File: src/rtl/pll_pkg.sv
// Shared definitions for the PLL lock controller: state encoding,
// charge-pump base selection and lock-qualification constants.
package pll_pkg;

    typedef enum logic [2:0] {
        ST_RST,
        ST_WAIT_LOCK,
        ST_STABLE,
        ST_LOCKED,
        ST_FAIL
    } pll_state_t;

    localparam logic [2:0] LPFRES_BASE   = 3'd2;
    localparam int         LOSS_FILT_LEN = 4;
    localparam logic [1:0] ATTEMPT_LAST  = 2'd3;

    // Higher feedback multipliers need a stronger starting charge-pump current.
    function automatic logic [5:0] icp_base(input int multi_fac);
        return (multi_fac <= 16) ? 6'd16 : 6'd24;
    endfunction

    function automatic int max3(input int a, input int b, input int c);
        int m;
        m = (a > b) ? a : b;
        return (m > c) ? m : c;
    endfunction

endpackage

File: src/rtl/sync2ff.sv
// Two-flop synchronizer for a single asynchronous level signal.
// Latency: 2 clk cycles from input change to q.
// Backpressure: none; samples every cycle.
module sync2ff (
    input  logic clk,
    input  logic rst_n,
    input  logic d,
    output logic q
);

    logic meta;

    always_ff @(posedge clk or negedge rst_n) begin
        if (!rst_n) begin
            meta <= 1'b0;
            q    <= 1'b0;
        end else begin
            meta <= d;
            q    <= meta;
        end
    end

endmodule

File: src/rtl/pll_lock_ctrl.sv
// PLL bring-up sequencer: reset pulse, lock wait, stability qualification, retries with stronger loop settings.
// Latency: all outputs registered, one init_clk after the state decision; pll_lock adds 2 cycles of sync.
// Backpressure: none; retry is only honoured in FAIL and ignored elsewhere.
module pll_lock_ctrl
    import pll_pkg::*;
#(
    parameter int CLK_PERIOD    = 20,
    parameter int MULTI_FAC     = 10,
    parameter int RST_CYCLES    = 64,
    parameter int LOCK_TIMEOUT  = 50000,
    parameter int STABLE_CYCLES = 256
) (
    input  logic       init_clk,
    input  logic       resetn,
    input  logic       pll_lock,
    input  logic       retry,
    output logic       pll_rst,
    output logic [5:0] icpsel,
    output logic [2:0] lpfres,
    output logic       lock,
    output logic       fail,
    output logic [1:0] attempt
);

    localparam int               CNT_MAX   = max3(RST_CYCLES, LOCK_TIMEOUT, STABLE_CYCLES);
    localparam int               CNT_W     = $clog2(CNT_MAX + 1);
    localparam logic [CNT_W-1:0] CNT_ONE   = CNT_W'(1);
    localparam logic [CNT_W-1:0] RST_LAST  = CNT_W'(RST_CYCLES - 1);
    localparam logic [CNT_W-1:0] TMO_LAST  = CNT_W'(LOCK_TIMEOUT - 1);
    localparam logic [CNT_W-1:0] STB_LAST  = CNT_W'(STABLE_CYCLES - 1);
    localparam logic [CNT_W-1:0] LOSS_LAST = CNT_W'(LOSS_FILT_LEN - 1);
    localparam logic [5:0]       ICP_BASE  = icp_base(MULTI_FAC);

    if (CLK_PERIOD < 1 || RST_CYCLES < 1 || LOCK_TIMEOUT < 1 || STABLE_CYCLES < 1) begin : g_bad_param
        $error("pll_lock_ctrl: timing parameters must be positive");
    end

    pll_state_t       state, state_nxt;
    logic [CNT_W-1:0] cnt, cnt_nxt;
    logic [1:0]       attempt_nxt;
    logic             attempt_fail;
    logic             lock_s;

    sync2ff u_lock_sync (
        .clk   (init_clk),
        .rst_n (resetn),
        .d     (pll_lock),
        .q     (lock_s)
    );

    always_comb begin
        state_nxt    = state;
        cnt_nxt      = cnt + CNT_ONE;
        attempt_nxt  = attempt;
        attempt_fail = 1'b0;
        case (state)
            ST_RST: begin
                if (cnt == RST_LAST) state_nxt = ST_WAIT_LOCK;
            end
            ST_WAIT_LOCK: begin
                if (lock_s)                 state_nxt    = ST_STABLE;
                else if (cnt == TMO_LAST)   attempt_fail = 1'b1;
            end
            ST_STABLE: begin
                if (!lock_s)                attempt_fail = 1'b1;
                else if (cnt == STB_LAST)   state_nxt    = ST_LOCKED;
            end
            ST_LOCKED: begin
                // cnt tracks consecutive low samples; any high sample restarts the filter
                if (lock_s)                 cnt_nxt   = '0;
                else if (cnt == LOSS_LAST)  state_nxt = ST_RST;
            end
            ST_FAIL: begin
                cnt_nxt = '0;
                if (retry) begin
                    state_nxt   = ST_RST;
                    attempt_nxt = 2'd0;
                end
            end
            default: state_nxt = ST_RST;
        endcase

        if (attempt_fail) begin
            if (attempt == ATTEMPT_LAST) begin
                state_nxt = ST_FAIL;
            end else begin
                state_nxt   = ST_RST;
                attempt_nxt = attempt + 2'd1;
            end
        end

        if (state_nxt != state) cnt_nxt = '0;
    end

    // Outputs decode the next state so they change on the same edge as the state register.
    always_ff @(posedge init_clk or negedge resetn) begin
        if (!resetn) begin
            state   <= ST_RST;
            cnt     <= '0;
            attempt <= 2'd0;
            pll_rst <= 1'b1;
            lock    <= 1'b0;
            fail    <= 1'b0;
            icpsel  <= ICP_BASE;
            lpfres  <= LPFRES_BASE;
        end else begin
            state   <= state_nxt;
            cnt     <= cnt_nxt;
            attempt <= attempt_nxt;
            pll_rst <= (state_nxt == ST_RST);
            lock    <= (state_nxt == ST_LOCKED);
            fail    <= (state_nxt == ST_FAIL);
            icpsel  <= ICP_BASE + {2'b00, attempt_nxt, 2'b00};
            lpfres  <= LPFRES_BASE + {1'b0, attempt_nxt};
        end
    end

endmodule

File: config.mk
export PLATFORM = sky130hd
export DESIGN_NAME = pll_lock_ctrl
export DESIGN_NICKNAME = d
export VERILOG_FILES = /design/src/rtl/pll_pkg.sv /design/src/rtl/sync2ff.sv /design/src/rtl/pll_lock_ctrl.sv
export SDC_FILE = /design/constraint.sdc
export NUM_CORES = 1
export LEC_CHECK = 0
export CAP_MARGIN = 40
export CORE_MARGIN = 1.5
export CORE_UTILIZATION = 45
export DETAILED_ROUTE_END_ITERATION = 8
export PLACE_DENSITY = 0.69
export SETUP_SLACK_MARGIN = 0.15
export SYNTH_ARGS = -nofsm -noshare
export SYNTH_HDL_FRONTEND = slang
export SYNTH_SLANG_ARGS = --single-unit
File: constraint.sdc
create_clock -name init_clk -period 2.4 [get_ports init_clk]
set_input_delay 0.48 -clock init_clk [delete_from_list [all_inputs] [get_ports init_clk]]
set_output_delay 0.48 -clock init_clk [all_outputs]
set_load 0.1 [all_outputs]
# Word-level counts from Yosys, hierarchy flattened
# Index checks and enable logic that the tools add are counted.
[op_classes]
n_addsub = 4
eq_ne = 12
n_mux = 21
reduce_logical = 2
[ops]
columns = ["operator", "count"]
rows = [
  ["16-bit two-way mux", 2],
  ["16-bit case mux with 2 select lines", 1],
  ["3-bit two-way mux", 9],
  ["16-bit by 1-bit adder with 16-bit output, second input constant", 1],
  ["16-bit equality test, second input constant", 1],
  ["16-bit by 2-bit equality test with 1-bit output, second input constant", 1],
  ["16-bit by 6-bit equality test with 1-bit output, second input constant", 1],
  ["16-bit by 8-bit equality test with 1-bit output, second input constant", 1],
  ["3-bit case mux with 5 select lines", 1],
  ["3-bit by 2-bit equality test with 1-bit output, second input constant", 3],
  ["2-bit two-way mux", 4],
  ["5-bit by 4-bit adder with 6-bit output, first input constant", 1],
  ["3-bit equality test, second input constant", 2],
  ["3-bit logical NOT", 2],
  ["2-bit by 2-bit adder with 3-bit output, first input constant", 1],
  ["3-bit by 1-bit equality test with 1-bit output, second input constant", 1],
  ["1-bit two-way mux", 3],
  ["3-bit != test", 1],
  ["2-bit by 1-bit adder with 2-bit output, second input constant", 1],
  ["2-bit equality test, second input constant", 1],
  ["1-bit case mux with 2 select lines", 1],
]
[totals]
regBits = 35
in_bits = 4
output_inout_bits = 14
word_cells = 49

# Logic depth before layout (Yosys ltp)
[depth]
ltp_word = 7
depth_mapped = 7
ltp_nobuf = 6

# Hierarchy
# From an unflattened synthesis, not the netlist that was laid out.
[hier_totals]
hier_cells = 154
area_unflattened_um2 = 1522.7
[by_module_without_submodules]
columns = ["module", "n_inst", "cells_per_inst", "area_per_inst_um2", "seq_area_each_um2"]
rows = [
  ["pll_lock_ctrl", 1, 152, 1472.7, 628.1],
  ["sync2ff", 1, 2, 50.0, 50.0],
]

# Worst setup path before layout
# No wires, ideal clock.
[synth_timing]
kind = "register to register"
from = "register attempt[0]"
to = "register cnt[8]"
setup_ps = 124
t_arrival_ps = 2127
required_ps = 2276
path_slack_ps = 150
stages_incl_launch_ff = 8
path_buffers = 1
period_less_slack_ps = 2250
cell_sequence = "dfrtp_1 > ha_1 > nor2_1 > a21oi_1 > o21ai_0 > o2111ai_2 > buf_6 > nor3_2"
[synth_between]
elab_chain_len = 5
[synth_rtl]
columns = ["item", "line_no", "source"]
rows = [
  ["start, declared", "pll_lock_ctrl.sv:22", "output logic [1:0] attempt"],
  ["start signal, assigned", "pll_lock_ctrl.sv:109", "attempt <= attempt_nxt;"],
  ["2-bit equality test", "pll_lock_ctrl.sv:84", "if (attempt == ATTEMPT_LAST) begin"],
  ["3-bit two-way mux", "pll_lock_ctrl.sv:84", ""],
  ["3-bit two-way mux", "pll_lock_ctrl.sv:83", "if (attempt_fail) begin"],
  ["3-bit != test", "pll_lock_ctrl.sv:92", "if (state_nxt != state) cnt_nxt = '0;"],
  ["16-bit two-way mux", "pll_lock_ctrl.sv:92", ""],
  ["named net cnt_nxt[8]", "pll_lock_ctrl.sv:39", "logic [CNT_W-1:0] cnt, cnt_nxt;"],
  ["end signal, assigned", "pll_lock_ctrl.sv:108", "cnt <= cnt_nxt;"],
  ["end, declared", "pll_lock_ctrl.sv:39", ""],
]
# The timed path passes the listed nets, and every way through them passes these cells.

# Worst setup path after layout
[layout_timing]
from = "register cnt[11]"
to = "register cnt[4]"
[layout_between]
elab_chain_len = 7
word_cells_on_any_way = 16
cone_classes = "eq/ne (5); mux (11)"
[layout_rtl]
columns = ["item", "line_no", "source"]
rows = [
  ["16-bit by 2-bit equality test with 1-bit output, or another cell as far along", "pll_lock_ctrl.sv:71", "else if (cnt == LOSS_LAST) state_nxt = ST_RST;"],
  ["3-bit two-way mux, or another cell as far along", "pll_lock_ctrl.sv:71", ""],
  ["3-bit two-way mux, or another cell as far along", "pll_lock_ctrl.sv:70", "if (lock_s) cnt_nxt = '0;"],
  ["3-bit case mux with 5 select lines or 1-bit case mux with 2 select lines (tied branches)", "pll_lock_ctrl.sv:56", "case (state)"],
  ["3-bit two-way mux *", "pll_lock_ctrl.sv:83", ""],
  ["3-bit != test *", "pll_lock_ctrl.sv:92", ""],
  ["16-bit two-way mux *", "pll_lock_ctrl.sv:92", ""],
  ["named net cnt_nxt[4]", "pll_lock_ctrl.sv:39", ""],
]
# Mark *: on every way through the listed nets, which the timed path passes. The rest lies on a longest branch.

==> qor.txt <==
Outcome: finished clean
Syn Inst Count: 159
H-Tree Level Count: 1
Crit-path max FO: 14
Detail Route Antenna Nets: 0
EDFF count, synth: 0
Port Buffers: 13
Total wire length: 2.99 mm
Routability Congestion: 0.910
Crit path arrival time: 2.40 ns
RSZ-0062 raised after global routing: false
CTS Root Cell: clkbuf_4
Clock tree buffer depth: 2
Max-Cap Viols: 0
Synth top area share: 40.3%
Setup crit end kind: flip-flop
Post-synthesis cell type count: 46
Reg clk slew, reported paths: 0.14 ns
Die area: 0.00381 mm2
Clk Latency, worst-skew pair: 0.32 ns
Reg2reg end: cnt[4]$_DFF_PN0_
R2R cell count: 6
Seq/Total Area, Yosys: 43.6%
WHS Endpoint: u_lock_sync.q$_DFF_PN0_
Fmax: 461 MHz
TNS Setup: 0 ns
Main area contributors after synthesis: dfrtp_1 40%, xnor2_1 3.9%, xor2_1 3.9%, buf_4 3.9%, dfstp_2 3.4%
Top delay family on crit path: compound AO/OA/AOI/OAI gates
CP bufs+invs: 1
FF+latch count, synth: 27
Share of layout cells above drive strength 1: 26.0%
ANT cells: 0
Sequential share of power: 42.8%
Final core utilization: 52.7%
First-pass iteration count of the detailed router: 4
Worst path max stage delay: 0.59 ns
Hold Fails Final Rpt: 0
WL/cell: 13.7 um
Initial antenna violation count: 0
Row count: 21
LEAKAGE: 0.742 nW
Slew @ Worst Pin: 0.506 ns
Switching Fraction: 42.9%
Hold_sp: u_lock_sync.meta$_DFF_PN0_
Overall routing resource usage: 17.3%
Filler cell count: 323
Hold Path Depth: 0
CTS Buf Count: 3
Clock Sinks: 27
Final Max Slew Viols: 0
Slew margin rel.: 66.0%
Final setup vio count: 0
Critical path required time: 2.63 ns
Clock power frac: 13.9%
Core area: 0.00334 mm2
DRC Markers: 0
Syn. warnings: 0
Maximum vdd drop: 0.452 mV
CP cell instances: or4_4 -> o41a_1 -> a21o_1 -> o2111ai_2 -> buf_12 -> nor3_1
Most frequent cells after synthesis: 25 x dfrtp_1, 11 x nand2_1, 10 x nand3_1, 10 x nor3_1, 9 x nor2_1
GR Overflow Total: 0
Pwr Density: 807 mW/mm2
Count leader, synth: dfrtp_1
Async SR Flop Fraction: 100%
Worst path slowest cell: or4_4
Synthesized area: 0.00155 mm2
IO Pins: 18
Worst R2R Setup Slack: 0.23 ns
Final worst-path cycle share: 90.5%
HP Class: reg -> reg
First-pass GRT wire length: 4.86 mm
Initial Util: 46.6%
Worst reg2reg path startpoint: cnt[11]$_DFF_PN0_
Int Pwr: 810 uW
Post-synth top flop: dfrtp_1
Mapped Avg Cell Area: 9.77 um2
Width of the die: 61.8 um
Fin nets: 180
Crit Path Category: reg -> reg
Combinational group share of total power: 43.4%
Die Ht: 61.8 um
HPWL after DPL: 2.15 mm
Layout area overhead: 13.1%
Post-synth top area cell: dfrtp_1
Final worst path period need: 2.17 ns
Largest net degree at the start of global routing: 28
Clock skew: 0.00159 ns
CTS tree: done
Vias in the first global route: 1030
Startpoint Class: flip-flop
DR vias: 1176
Sw Pwr: 608 uW
Number of vias per cell: 5.37
Detailed router's first-iteration violation count: 45
-- cells by family (layout without fill, tap and decap cells) --
kind of cell,count (synthesis),count (layout),share of synthesized area [%]
simple gates,76,76,28.3
xor+xnor,14,14,7.89
mux,3,3,2.01
buf+inv,17,29,6.52
flops,27,27,43.6
compound gates,18,18,9.58
fa+ha+maj,2,2,1.61
other cells,2,4,0.483
-- layer usage --
layer	up-vias	track usage, %	part of all wire, %
met4	0	6.38	1.3
met2	36	25.6	46
met1	557	26.0	48
met3	5	2.28	5.1
met5	-	0	0
li1	578	-	-
-- how the worst max path moves through the flow --
stage / startpoint / end / slack (ns) / cells past startpoint
3_5_place_dp: cnt[0]$_DFF_PN0_ / cnt[4]$_DFF_PN0_ / 0.12 / 7
6_report: cnt[11]$_DFF_PN0_ / cnt[4]$_DFF_PN0_ / 0.23 / 6
3_3_place_gp: cnt[0]$_DFF_PN0_ / cnt[15]$_DFF_PN0_ / 0.19 / 7
2_1_floorplan: attempt[1]$_DFF_PN0_ / cnt[8]$_DFF_PN0_ / 0.16 / 7
5_1_grt: cnt[1]$_DFF_PN0_ / cnt[4]$_DFF_PN0_ / 0.16 / 7
4_1_cts: cnt[1]$_DFF_PN0_ / attempt[1]$_DFF_PN0_ / 0.15 / 7
-- sequential cells by signal (all words and copies together) (netlist names) --
name              count
cnt                  16
u_lock_sync.q         1
pll_rst               1
fail                  1
u_lock_sync.meta      1
lpfres                1
state                 3
lock                  1
attempt               2
-- through the flow --
stage               cells  setup WS [ns]  hold WS [ns]  cell area, um2  power, mW
floorplan             161          0.156         0.184            1560       1.08
global placement      213          0.188         0.333            1700       1.19
detailed placement    213          0.121         0.338            1700       1.21
CTS                   218          0.152         0.370            1740       1.41
global route          219          0.162         0.390            1760       1.51
finish                219          0.229         0.368            1760       1.42
-- placed cells by master (no fill, tap or decap), types with 3 or more instances in the layout --
cell	netlist	final
clkdlybuf4s50_1	0	3
o21ai_0	4	4
xnor2_1	7	7
clkbuf_4	0	3
nor3_2	3	3
xor2_1	7	7
nor2_2	8	7
nor3_1	10	10
conb_1	2	4
nor2_1	9	9
buf_4	8	19
nand2_1	11	11
nand4_1	5	5
dfrtp_1	25	24
nand3_1	10	10
-- power groups by stage --
stage / logic, mW / clock network, mW / registers, mW
floorplan: 0.399 / 0 / 0.678
global placement: 0.576 / 0 / 0.613
detailed placement: 0.590 / 0 / 0.620
CTS: 0.610 / 0.200 / 0.605
global route: 0.668 / 0.224 / 0.621
finish: 0.615 / 0.196 / 0.606
-- timing repair --
| action | 4_1_cts | 5_1_grt |
|---|---|---|
| hold buffers | 0 | 0 |
| pin swaps | 1 | 1 |
| gates resized for setup | 0 | 3 |
| buffers inserted | 1 | 1 |
| setup endpoints to repair | 17 | 16 |
-- final cells by class --
cell class | count | area, um2 | share of cell area, %
multi-input cells | 117 | 795 | 45.2
flip-flops and latches | 27 | 679 | 38.6
repair buffers | 23 | 193 | 11.0
well taps | 46 | 57.6 | 3.27
clock buffers | 4 | 26.3 | 1.49
inverters | 2 | 7.51 | 0.427
Power figures use the tool's default switching activity.
